**src/rtl/simon_draw_ctrl.sv**
```systemverilog
// Simon Says replay controller: lights, holds, blanks and holds each stored tile in turn.
// Optional macro SIMON_TONE_EN adds the tone_valid/tone_sel outputs.
module simon_draw_ctrl #(
  parameter int unsigned TILE_PIXELS = 16,
  parameter int unsigned ON_TICKS    = 25000000,
  parameter int unsigned OFF_TICKS   = 12500000,
  parameter int unsigned SEQ_MAX     = 16
) (
  input  logic                       clk,
  input  logic                       resetn,
  input  logic                       start,
  input  logic [4:0]                 seq_len,
  output logic [$clog2(SEQ_MAX)-1:0] seq_addr,
  input  logic [1:0]                 seq_tile,
  output logic                       busy,
  output logic                       done,
  output logic [7:0]                 x_out,
  output logic [6:0]                 y_out,
  output logic [2:0]                 colour_out,
`ifdef SIMON_TONE_EN
  output logic                       tone_valid,
  output logic [1:0]                 tone_sel,
`endif
  output logic                       plot
);

  localparam int unsigned AW       = $clog2(SEQ_MAX);
  localparam int unsigned LW       = $clog2(SEQ_MAX + 1);
  localparam int unsigned HOLD_MAX = (ON_TICKS > OFF_TICKS) ? ON_TICKS : OFF_TICKS;
  localparam int unsigned CNT_MAX  = (HOLD_MAX > TILE_PIXELS) ? HOLD_MAX : TILE_PIXELS;
  localparam int unsigned CW       = $clog2(CNT_MAX + 1);

  typedef enum logic [2:0] {
    StIdle, StFetch, StDrawOn, StHoldOn, StDrawOff, StHoldOff, StDone
  } state_e;

  state_e          r_state, w_state_d;
  logic [CW-1:0]   r_cnt, w_cnt_d;
  logic [AW-1:0]   r_index, w_index_d;
  logic [LW-1:0]   r_len, w_len_d;
  logic [LW-1:0]   w_index_inc;
  logic [7:0]      r_x, w_x_d, w_tile_x;
  logic [6:0]      r_y, w_y_d, w_tile_y;
  logic [2:0]      r_col, w_col_d, w_tile_col;
  logic            r_plot, w_plot_d;
  logic            r_busy, w_busy_d;
  logic            r_done, w_done_d;

  always_comb begin
    w_tile_x   = 8'd40;
    w_tile_y   = 7'd20;
    w_tile_col = 3'b100;
    unique case (seq_tile)
      2'd0: begin w_tile_x = 8'd40;  w_tile_y = 7'd20; w_tile_col = 3'b100; end
      2'd1: begin w_tile_x = 8'd100; w_tile_y = 7'd20; w_tile_col = 3'b010; end
      2'd2: begin w_tile_x = 8'd40;  w_tile_y = 7'd80; w_tile_col = 3'b001; end
      2'd3: begin w_tile_x = 8'd100; w_tile_y = 7'd80; w_tile_col = 3'b110; end
      default: ;
    endcase
  end

  assign w_index_inc = LW'(r_index) + LW'(1);

  always_comb begin
    w_state_d = r_state;
    w_cnt_d   = r_cnt;
    w_index_d = r_index;
    w_len_d   = r_len;
    w_x_d     = r_x;
    w_y_d     = r_y;
    w_col_d   = r_col;
    unique case (r_state)
      StIdle: begin
        if (start) begin
          if (seq_len != 5'd0) begin
            w_state_d = StFetch;
            w_index_d = '0;
            w_len_d   = (32'(seq_len) > SEQ_MAX) ? LW'(SEQ_MAX) : LW'(seq_len);
          end else begin
            w_state_d = StDone;
          end
        end
      end
      StFetch: begin
        w_state_d = StDrawOn;
        w_cnt_d   = CW'(TILE_PIXELS - 1);
        w_x_d     = w_tile_x;
        w_y_d     = w_tile_y;
        w_col_d   = w_tile_col;
      end
      StDrawOn: begin
        if (r_cnt == '0) begin
          w_state_d = StHoldOn;
          w_cnt_d   = CW'(ON_TICKS - 1);
        end else begin
          w_cnt_d = r_cnt - CW'(1);
        end
      end
      StHoldOn: begin
        if (r_cnt == '0) begin
          w_state_d = StDrawOff;
          w_cnt_d   = CW'(TILE_PIXELS - 1);
          w_col_d   = 3'b000;
        end else begin
          w_cnt_d = r_cnt - CW'(1);
        end
      end
      StDrawOff: begin
        if (r_cnt == '0) begin
          w_state_d = StHoldOff;
          w_cnt_d   = CW'(OFF_TICKS - 1);
        end else begin
          w_cnt_d = r_cnt - CW'(1);
        end
      end
      StHoldOff: begin
        if (r_cnt == '0) begin
          w_index_d = w_index_inc[AW-1:0];
          w_state_d = (w_index_inc == r_len) ? StDone : StFetch;
        end else begin
          w_cnt_d = r_cnt - CW'(1);
        end
      end
      StDone:  w_state_d = StIdle;
      default: w_state_d = StIdle;
    endcase
    // Outputs are registered from the next state so they line up with the state they describe.
    w_plot_d = (w_state_d == StDrawOn) || (w_state_d == StDrawOff);
    w_busy_d = (w_state_d != StIdle) && (w_state_d != StDone);
    w_done_d = (w_state_d == StDone);
  end

  always_ff @(posedge clk) begin
    if (!resetn) begin
      r_state <= StIdle;
      r_cnt   <= '0;
      r_index <= '0;
      r_len   <= '0;
      r_x     <= '0;
      r_y     <= '0;
      r_col   <= '0;
      r_plot  <= 1'b0;
      r_busy  <= 1'b0;
      r_done  <= 1'b0;
    end else begin
      r_state <= w_state_d;
      r_cnt   <= w_cnt_d;
      r_index <= w_index_d;
      r_len   <= w_len_d;
      r_x     <= w_x_d;
      r_y     <= w_y_d;
      r_col   <= w_col_d;
      r_plot  <= w_plot_d;
      r_busy  <= w_busy_d;
      r_done  <= w_done_d;
    end
  end

  assign seq_addr   = r_index;
  assign busy       = r_busy;
  assign done       = r_done;
  assign x_out      = r_x;
  assign y_out      = r_y;
  assign colour_out = r_col;
  assign plot       = r_plot;

`ifdef SIMON_TONE_EN
  logic       r_tone_valid, w_tone_valid_d;
  logic [1:0] r_tone_sel, w_tone_sel_d;

  always_comb begin
    w_tone_valid_d = (w_state_d == StDrawOn) || (w_state_d == StHoldOn);
    w_tone_sel_d   = 2'd0;
    if (w_tone_valid_d) begin
      w_tone_sel_d = (r_state == StFetch) ? seq_tile : r_tone_sel;
    end
  end

  always_ff @(posedge clk) begin
    if (!resetn) begin
      r_tone_valid <= 1'b0;
      r_tone_sel   <= 2'd0;
    end else begin
      r_tone_valid <= w_tone_valid_d;
      r_tone_sel   <= w_tone_sel_d;
    end
  end

  assign tone_valid = r_tone_valid;
  assign tone_sel   = r_tone_sel;
`endif

endmodule
```
**config.mk**
```make
export PLATFORM = sky130hd
export DESIGN_NAME = simon_draw_ctrl
export DESIGN_NICKNAME = d
export VERILOG_FILES = /design/src/rtl/simon_draw_ctrl.sv
export SDC_FILE = /design/constraint.sdc
export NUM_CORES = 1
export LEC_CHECK = 0
export CAP_MARGIN = 10
export CORE_MARGIN = 2
export CORE_UTILIZATION = 35
export CTS_CLUSTER_DIAMETER = 120
export CTS_CLUSTER_SIZE = 20
export DETAILED_ROUTE_END_ITERATION = 8
export REMOVE_ABC_BUFFERS = 1
export SYNTH_ARGS = -nofsm -noshare
export SYNTH_HDL_FRONTEND = slang
export SYNTH_SLANG_ARGS = --single-unit
```
**constraint.sdc**
```tcl
create_clock -name clk -period 4.1 [get_ports clk]
set_clock_uncertainty 0.05 [all_clocks]
set_input_delay 0.41 -clock clk [delete_from_list [all_inputs] [get_ports clk]]
set_output_delay 0.41 -clock clk [all_outputs]
set_load 0.005 [all_outputs]
```
# ---- Word level (Yosys, flattened, before mapping)
# Cells that the tools add are included.
# Widths: inputs -> output; s select.
dict set report totals {
  reg_bits 58
  input_bits 10
  elab_cells 72
}
dict set report op_classes {
  eq_ne 18
  reduce_logical 18
  n_addsub 2
  magnitude_cmp 1
  n_mux 23
}
# cell count
set ops {}
lappend ops {{$pmux 25 s5} 1}
lappend ops {{$mux 25} 4}
lappend ops {{$logic_not 25->1} 1}
lappend ops {{$sub 25x1->25 const B} 1}
lappend ops {{$mux 3} 8}
lappend ops {{$pmux 3 s6} 1}
lappend ops {{$pmux 8 s2} 1}
lappend ops {{$pmux 7 s2} 1}
lappend ops {{$eq 3x3->1 const B} 4}
lappend ops {{$mux 4} 3}
lappend ops {{$pmux 3 s4} 1}
lappend ops {{$ne 2x2->1 const B} 5}
lappend ops {{$reduce_bool 5->1} 2}
lappend ops {{$eq 3x2->1 const B} 3}
lappend ops {{$pmux 4 s2} 1}
lappend ops {{$reduce_or 2->1} 4}
lappend ops {{$pmux 3 s2} 1}
lappend ops {{$add 4x1->5 const B} 1}
lappend ops {{$eq 5x5->1} 1}
lappend ops {{$gt 5x5->1 const B} 1}
lappend ops {{$mux 5} 1}
lappend ops {{$eq 2x2->1 const B} 2}
lappend ops {{$reduce_and 2->1} 2}
lappend ops {{$reduce_and 4->1} 1}
lappend ops {{other kinds (10)} 11}

# ---- Depth between registers and ports, before layout
# Gate-level depths: netlist of the first run.
dict set report logic_depth {
  depth_word 7
  mapped_depth 13
}

# ---- Least setup slack after synthesis of the first run
# Ideal clock, no wire load.
dict set report synth_path {
  path_kind {register to register}
  from {register r_cnt[0]}
  to {register r_plot (netlist: plot)}
  arrival_time_ps 2406
  path_slack_ps 1529
  setup_time_ps 115
  required_time_ps 3935
  stages_incl_launch_ff 10
  path_buffers 1
  cell_sequence {dfxtp_1 > inv_1 > ha_1 > or4b_4 > buf_6 > nor4_4 > nand3_4 > a31o_1 > or3b_4 > and3_1}
}
dict set report synth_via {
  elab_chain_len 5
  elab_cells_between_ends 9
}
# element line_no
set synth_rtl {}
lappend synth_rtl {{start: declaration} 38} ;# logic [CW-1:0] r_cnt, w_cnt_d;
lappend synth_rtl {{start signal: assignment} 147} ;# r_cnt <= w_cnt_d;
lappend synth_rtl {{$logic_not 25->1 *} n/a}
lappend synth_rtl {{$mux 3 (on tied branches)} n/a}
lappend synth_rtl {{$pmux 3 s6 *} 72} ;# unique case (r_state)
lappend synth_rtl {{$eq 3x2->1 / $eq 3x3->1 (equally long branches)} 128} ;# w_plot_d = (w_state_d == StDrawOn) || (w_state_d == StDrawOff);
lappend synth_rtl {{$logic_or 1x1->1 *} 128}
lappend synth_rtl {{end signal: assignment} 153} ;# r_plot <= w_plot_d;
lappend synth_rtl {{end: declaration} 45} ;# logic r_plot, w_plot_d;
# Mark *: on every way between the ends. The rest lies on a longest branch, timed or not.
# A chain may end at the register's enable or synchronous reset.

# ---- Worst setup path in the final report of the first run
dict set report layout_path {
  from {register r_cnt[0]}
  to {register r_cnt[6]}
}
dict set report layout_via {
  elab_chain_len 3
  elab_cells_between_ends 9
}
# element line_no
set layout_rtl {}
lappend layout_rtl {{$sub 25x1->25 / $logic_not 25->1 (equally long branches)} n/a}
lappend layout_rtl {{$mux 25 (tied with other cells)} 117} ;# if (r_cnt == '0) begin
lappend layout_rtl {{$pmux 25 s5 / $reduce_and 2->1 (equally long branches)} n/a}
# Parallel ways exist; a longest one is shown, timed or not. The select of a mux whose other input is x is not followed.

==> results.env, run 1 <==
CTS_HOLD_REPAIR.BUFFERS=0
DIE-AREA_UM2=9001
STDCELL_AREA_UM2=3267
REPORT.FINAL.SLEW_VIOL_COUNT=0
WORST_R2R_ENDPOINT='r_cnt[6]$_SDFFE_PN0P_'
TRITONCTS_NUM_SINKS=48
CLOCKROOTBUFFER='sky130_fd_sc_hd__clkbuf_8'
SEQ_AREA_FRAC_SYNTH_PCT=33.25
FINAL_CELL_COUNT_NO_FILL=477
CLOCK_TREE.HTREE_LEVEL_COUNT=2
TIMING.CRITICAL_PATH.FANOUT_MAX=15
GRT_PASS1_VIAS=2342
NUM_ANTENNA_CELLS=0
HOLD_VIOL_FINAL=0
CP-STARTPOINT='r_cnt[0]$_SDFFE_PN0P_'
POST_SYNTH_MAIN_AREA_CONTRIBUTORS='sky130_fd_sc_hd__dfxtp_1, sky130_fd_sc_hd__nor2b_1, sky130_fd_sc_hd__nor2_1'
WORSTSETUPSTARTPOINTTYPE='flip-flop'
IRDROPWORSTVDD_uV=295.0
POST_SYNTH.CELL_AREA_AVG_UM2=8.073
HOLD_DEPTH=2
SYNTH_AREA_UM2=2890
WORST_EP_REQUIRED_TIME_NS=4.23
TRITONCTS='done'
RUN_STATUS='completed'
TRACK_USAGE_PCT=15.73
RATIO_OF_CELLS_WITH_DRIVE_ABOVE_1_IN_THE_FINAL_LAYOUT_PCT=8.065
MIN_TO='r_cnt[19]$_SDFFE_PN0P_'
FINAL_NET_COUNT=390
ROUTE.FINAL.WIRE_LENGTH_UM=6681
DIE_WIDTH_UM=94.88
CTS_MADE_BUFFERS=5
POSTSYNTH.TOPFLOPCELL='sky130_fd_sc_hd__dfxtp_1'
PROPORTION_OF_REGISTER_BITS_WITH_ASYNCHRONOUS_SET_OR_RESET_AFTER_SYNTHESIS_PCT=0
CORE_UM2=8093
DETAILEDPLACE.WORSTSLACK_NS=1.167
PORT_BUFFERS=26
POST-ROUTE-WORST-SETUP-SLACK_NS=1.138
GR-TOTAL-OVERFLOW=0
CLK_PIN_SLEW_WORST_PATHS_NS=0.09
CP_DATA_ARRIVAL_TIME_NS=3.09
TIMING_WORST_SLEW_PIN_VALUE_NS=1.046
DRV.MAX_CAP_VIOLATION_COUNT=0
DPL_CELL_AREA_UM2=3156
GRT_SETUP_UNREPAIRED='no'
ANT_NETS=0
ROUTE.DETAILED.VIAS_PER_INST=5.375
FINAL_CELL_MIX='sky130_fd_sc_hd__dfxtp_1, sky130_fd_sc_hd__nor2_1, sky130_fd_sc_hd__clkdlybuf4s50_1'
MOSTFREQUENTLAYOUTCELL='sky130_fd_sc_hd__dfxtp_1'
POST_CTS_RESIZED=0
AREA.GROWTH.SYNTH_TO_FINAL_PCT=13.03
FINAL.SETUP.TNS_NS=0
RELSLEWSLACK_PCT=30.02
DP.FINAL_HPWL_UM=4817
FIN_CRIT_NS=2.962
PLACE.GP.CONGESTION=0.8931
DRT_DRC_VIOLATIONS_LEFT=0
CRIT_TYPE='reg2reg'
MAX_CLOCK_FREQ_MHz=337.6
EFFECTIVE_UTILIZATION_AT_FLOORPLAN_PCT=35.71
NUMBER_OF_ANTENNA_VIOLATIONS_AT_THE_FIRST_CHECK_IN_GLOBAL_ROUTING=0
POSTLAYOUTCOREUTIL_PCT=40.37
RR_WORST_DEPTH=9
POWER.SHARE.SEQUENTIAL_PCT=27.1
SETUP.WORST_PATH.END_CLASS='flip-flop'
PWR_PER_CELL_AREA_nW_PER_UM2=758.1
CTS_POST_SETUP_BUFFERS_INSERTED=0
MIN_FROM='r_cnt[19]$_SDFFE_PN0P_'
PLACED_CELLS=469
SYNTH.LARGEST_AREA_CELL='sky130_fd_sc_hd__dfxtp_1'
SETUP_VIOLATIONS=0
LEAKAGE_nW=1.214
VIA_COUNT=2564
DETAIL_ROUTE.FIRST_PASS.ITERATIONS=4
POWER_REPORT.INTERNAL_TOTAL_mW=1.310
FINAL.PERIOD_UTILIZATION_PCT=72.24
POWER_FRAC_CLOCK_PCT=14.1
SYNTH_EDF_COUNT=0
SYNTHCELLS=358
FLOPS_LATCHES_SYNTH=48
CLK-INSERTION-DELAY-LATE_NS=0.31
R2R-START='r_cnt[0]$_SDFFE_PN0P_'
GRT_PASS1_WL_UM=11270
HOLD_PATH.CLASS='reg2reg'
NUM_IO_PINS=35
STD_CELL_ROWS=33
HOLDWS_NS=0.4205
POWER.SHARE.SWITCHING_PCT=47.11
CPPEAKSTAGEDELAY_NS=0.55
CTS.PATH.MAX_BUFFERS=2
VIOLATION_COUNT_AFTER_THE_FIRST_DETAILED_ROUTE_ITERATION=139
DIEHEIGHT_UM=94.88
WL_PER_CELL_UM=14.01
GRT_MAX_DEGREE=33
RRSETUPSLACK_NS=1.14
POWER.SHARE.COMBINATIONAL_PCT=58.8
SYNTH_WARNINGS=0
P_SWITCHING_mW=1.167
NETLIST.AREA_LEADER.SHARE_PCT=33.25
POST-LAYOUT-TOTAL-POWER_mW=2.477
YOSYS.CELL_TYPES.COUNT=60
CRIT_SLOWEST_CELL='sky130_fd_sc_hd__and4_1'
CRIT_CHAIN='inv_1 > ha_1 > or4b_4 > nor4_2 > and4_1 > a21o_1 > nor3_1 > xnor2_1 > nor2_1'
## cell families after synthesis
group / synth area share, %
and+or+nand+nor: 30.65
AOI/OAI and AO/OA: 21.60
DFF: 33.25
buffers and inverters: 6.840
xor gates and xnor gates: 3.636
adders and majority gates: 3.896
other: 0.1297
## final cells by class
class | instances | area (um2)
clock buffer | 5 | 68.82
clock inverter | 3 | 42.54
fill | 856 | 4826
inverter | 10 | 37.54
multi-input combinational | 279 | 1758
sequential | 48 | 960.9
tap | 105 | 131.4
timing repair buffer | 27 | 267.8
## power groups by stage
stage               logic [mW]  clock network (mW)  registers, mW
detailed placement        1.44                   0          0.681
global route              1.60               0.377          0.689
finish                    1.46               0.349          0.671
floorplan                 1.07                   0          0.658
CTS                       1.45               0.356          0.670
global placement          1.43                   0          0.675
## cell usage after synthesis, types with 2 or more instances
library cell,count
sky130_fd_sc_hd__dfxtp_1,48
sky130_fd_sc_hd__nor2_1,34
sky130_fd_sc_hd__o21ai_0,25
sky130_fd_sc_hd__a21oi_1,24
sky130_fd_sc_hd__nand2_1,23
sky130_fd_sc_hd__nor2b_1,21
sky130_fd_sc_hd__nor3_1,19
sky130_fd_sc_hd__buf_4,11
sky130_fd_sc_hd__clkbuf_1,11
sky130_fd_sc_hd__a21boi_0,10
sky130_fd_sc_hd__inv_1,10
sky130_fd_sc_hd__ha_1,9
sky130_fd_sc_hd__xnor2_1,8
sky130_fd_sc_hd__nand3_1,7
sky130_fd_sc_hd__and3_1,6
sky130_fd_sc_hd__nor4_1,6
sky130_fd_sc_hd__a22oi_1,5
sky130_fd_sc_hd__buf_2,5
sky130_fd_sc_hd__nand2b_1,5
sky130_fd_sc_hd__or3_1,5
sky130_fd_sc_hd__and2_1,4
sky130_fd_sc_hd__xor2_1,4
sky130_fd_sc_hd__a21o_1,3
sky130_fd_sc_hd__nor4_2,3
sky130_fd_sc_hd__o21a_1,3
sky130_fd_sc_hd__o221a_2,3
sky130_fd_sc_hd__o22ai_1,3
sky130_fd_sc_hd__a21boi_1,2
sky130_fd_sc_hd__a31oi_1,2
sky130_fd_sc_hd__a32oi_1,2
sky130_fd_sc_hd__and3b_1,2
sky130_fd_sc_hd__nand3b_1,2
sky130_fd_sc_hd__nor3b_1,2
sky130_fd_sc_hd__o211ai_1,2
sky130_fd_sc_hd__o32ai_1,2
sky130_fd_sc_hd__or3_2,2
sky130_fd_sc_hd__or4_1,2
## worst max-delay path: cells and delay by family, from the launching register on
kind	cells	cell delay, ns
adder cells (fa/ha/maj)	1	0.18
flip-flops	1	0.35
AO/OA/AOI/OAI	1	0.49
buffers and inverters	1	0.07
XOR/XNOR	1	0.18
AND/OR/NAND/NOR	5	1.52
## registers in the layout (all words and copies together), names as in the netlist
name,count
y_out,2
x_out,3
done,1
colour_out,3
r_len,5
seq_addr,4
plot,1
r_cnt,25
r_state,3
busy,1
## routing by layer
| layer | global-route usage, % | vias to the layer above | wire length (um) |
|---|---|---|---|
| met5 | 0 | - | 0 |
| met4 | 4.348 | 0 | 116 |
| met3 | 3.751 | 13 | 283 |
| met2 | 25.53 | 62 | 2999 |
| met1 | 20.84 | 1208 | 3282 |
| li1 | - | 1281 | - |
## worst max-delay path by stage
stage / endpoint / cells past startpoint
final: r_cnt[6]$_SDFFE_PN0P_ / 9
after global routing: r_cnt[7]$_SDFFE_PN0P_ / 9
after CTS: r_cnt[6]$_SDFFE_PN0P_ / 9
after detailed placement: r_cnt[7]$_SDFFE_PN0P_ / 9
after global placement: r_cnt[9]$_SDFFE_PN0P_ / 9
after floorplan: r_cnt[22]$_SDFFE_PN0P_ / 9
Note: power is estimated with default switching activity, not from simulation.
==> run 2, diff against run 1 <==
- clock period: 4.1 -> 2.9 ns (I/O delays scaled with it)
==> results.env, run 2 (synthesized netlist as in run 1, its figures left out) <==
TRACK_USAGE_PCT=15.64
HOLDWS_NS=0.4137
TRITONCTS='done'
FIN_CRIT_NS=2.671
CLOCKROOTBUFFER='sky130_fd_sc_hd__clkbuf_8'
VIA_COUNT=2545
CLOCK_TREE.HTREE_LEVEL_COUNT=2
MOSTFREQUENTLAYOUTCELL='sky130_fd_sc_hd__dfxtp_1'
DRV.MAX_CAP_VIOLATION_COUNT=0
WL_PER_CELL_UM=13.46
NUM_IO_PINS=35
LARGEST_REG_FLOPS=25
EFFECTIVE_UTILIZATION_AT_FLOORPLAN_PCT=35.71
DRT_DRC_VIOLATIONS_LEFT=0
RATIO_OF_CELLS_WITH_DRIVE_ABOVE_1_IN_THE_FINAL_LAYOUT_PCT=12.89
GRT_MAX_DEGREE=21
MAX_FLOP_REGISTER='r_cnt'
WORSTSETUPSTARTPOINTTYPE='flip-flop'
GR-TOTAL-OVERFLOW=0
POSTLAYOUTCOREUTIL_PCT=41.98
FINAL_CELL_COUNT_NO_FILL=493
VIOLATION_COUNT_AFTER_THE_FIRST_DETAILED_ROUTE_ITERATION=137
WORST_EP_REQUIRED_TIME_NS=3.06
GRT_PASS1_WL_UM=11150
MAX_CLOCK_FREQ_MHz=374.3
STDCELL_AREA_UM2=3397
CLK-INSERTION-DELAY-LATE_NS=0.31
SETUP_VIOLATIONS=0
GRT_SETUP_UNREPAIRED='no'
ROUTE.FINAL.WIRE_LENGTH_UM=6637
AREA.GROWTH.SYNTH_TO_FINAL_PCT=17.53
CP_DATA_ARRIVAL_TIME_NS=2.83
CLK_PIN_SLEW_WORST_PATHS_NS=0.09
HOLD_PATH.CLASS='reg2reg'
LEAKAGE_nW=1.293
RELSLEWSLACK_PCT=58.47
CTS_MADE_BUFFERS=5
CTS_HOLD_REPAIR.BUFFERS=0
CORE_UM2=8093
NUMBER_OF_ANTENNA_VIOLATIONS_AT_THE_FIRST_CHECK_IN_GLOBAL_ROUTING=0
REPORT.FINAL.SLEW_VIOL_COUNT=0
TRITONCTS_NUM_SINKS=48
PLACED_CELLS=485
FINAL_CELL_MIX='sky130_fd_sc_hd__dfxtp_1, sky130_fd_sc_hd__nor2_1, sky130_fd_sc_hd__clkdlybuf4s50_1'
RUN_STATUS='completed'
FINAL_NET_COUNT=406
DETAIL_ROUTE.FIRST_PASS.ITERATIONS=4
GRT_PASS1_VIAS=2285
FINAL.PERIOD_UTILIZATION_PCT=92.12
NUM_ANTENNA_CELLS=0
SETUP.WORST_PATH.END_CLASS='flip-flop'
CRIT_TYPE='reg2reg'
CTS_POST_SETUP_BUFFERS_INSERTED=0
DIEHEIGHT_UM=94.88
DP.FINAL_HPWL_UM=4921
PLACE.GP.CONGESTION=0.8511
ROUTE.DETAILED.VIAS_PER_INST=5.162
HOLD_VIOL_FINAL=0
PWR_PER_CELL_AREA_nW_PER_UM2=1099
DPL_CELL_AREA_UM2=3276
TIMING.CRITICAL_PATH.FANOUT_MAX=9
PORT_BUFFERS=26
STD_CELL_ROWS=33
DIE_WIDTH_UM=94.88
ANT_NETS=0
TIMING_WORST_SLEW_PIN_VALUE_NS=0.6229
FINAL.SETUP.TNS_NS=0
DIE-AREA_UM2=9001
POST_CTS_RESIZED=0
CTS.PATH.MAX_BUFFERS=2
IRDROPWORSTVDD_uV=513.3
==> run 2: cell count changes in the layout (fill, tap and decap cells not counted), sizes merged <==
cell,previous run,this run
buf,1,17
clkbuf,5,6
clkinvlp,1,0
==> run 2: area by class of cell <==
class	instances	area [um2]
fill	814	4696
tap	105	131.4
timing repair buffer	43	387.9
sequential	48	960.9
clock inverter	2	35.03
multi-input combinational	279	1772
clock buffer	6	72.57
inverter	10	37.54
==> run 2: critical path, cell delays in order, from the launching register on <==
cell                      delay (ns)
sky130_fd_sc_hd__dfxtp_1        0.34
sky130_fd_sc_hd__inv_1          0.07
sky130_fd_sc_hd__ha_1           0.19
sky130_fd_sc_hd__or4b_4         0.53
sky130_fd_sc_hd__nor4_2         0.28
sky130_fd_sc_hd__and4_4         0.34
sky130_fd_sc_hd__buf_4          0.16
sky130_fd_sc_hd__nand3_1        0.10
sky130_fd_sc_hd__a21oi_2        0.25
sky130_fd_sc_hd__xor2_1         0.09
sky130_fd_sc_hd__and3_1         0.19
==> run 2: worst paths after layout <==
check | from | end | slack, ns | cells after the start
setup / recovery | r_cnt[0]$_SDFFE_PN0P_ | plot$_SDFF_PN0_ | 0.23 | 10
hold / removal | r_cnt[19]$_SDFFE_PN0P_ | r_cnt[19]$_SDFFE_PN0P_ | 0.41 | 2
setup reg to reg | r_cnt[0]$_SDFFE_PN0P_ | plot$_SDFF_PN0_ | 0.23 | 10
hold reg to reg | r_cnt[19]$_SDFFE_PN0P_ | r_cnt[19]$_SDFFE_PN0P_ | 0.41 | 2
==> run 2: stage by stage <==
step                      power, mW  setup slack (ns)
after floorplan               2.443            0.2813
after global placement        3.175            0.1615
after detailed placement      3.190           0.06084
after CTS                     3.690           0.04050
after global routing          4.071          0.006834
final                         3.734            0.2286
==> run 2: power breakdown <==
part / internal, mW / switching (mW) / total [mW]
Sequential: 0.794 / 0.141 / 0.935
Combinational: 1.01 / 1.30 / 2.32
Clock: 0.256 / 0.228 / 0.484
==> run 2: routing by layer <==
metal	share of wire [%]	wire length, um	GRT usage (%)	up-vias
met5	0	0	0	-
met3	3.5	232	2.634	8
li1	-	-	-	1313
met1	50	3332	21.43	1184
met4	1.3	89	5.314	0
met2	45	2982	24.88	40
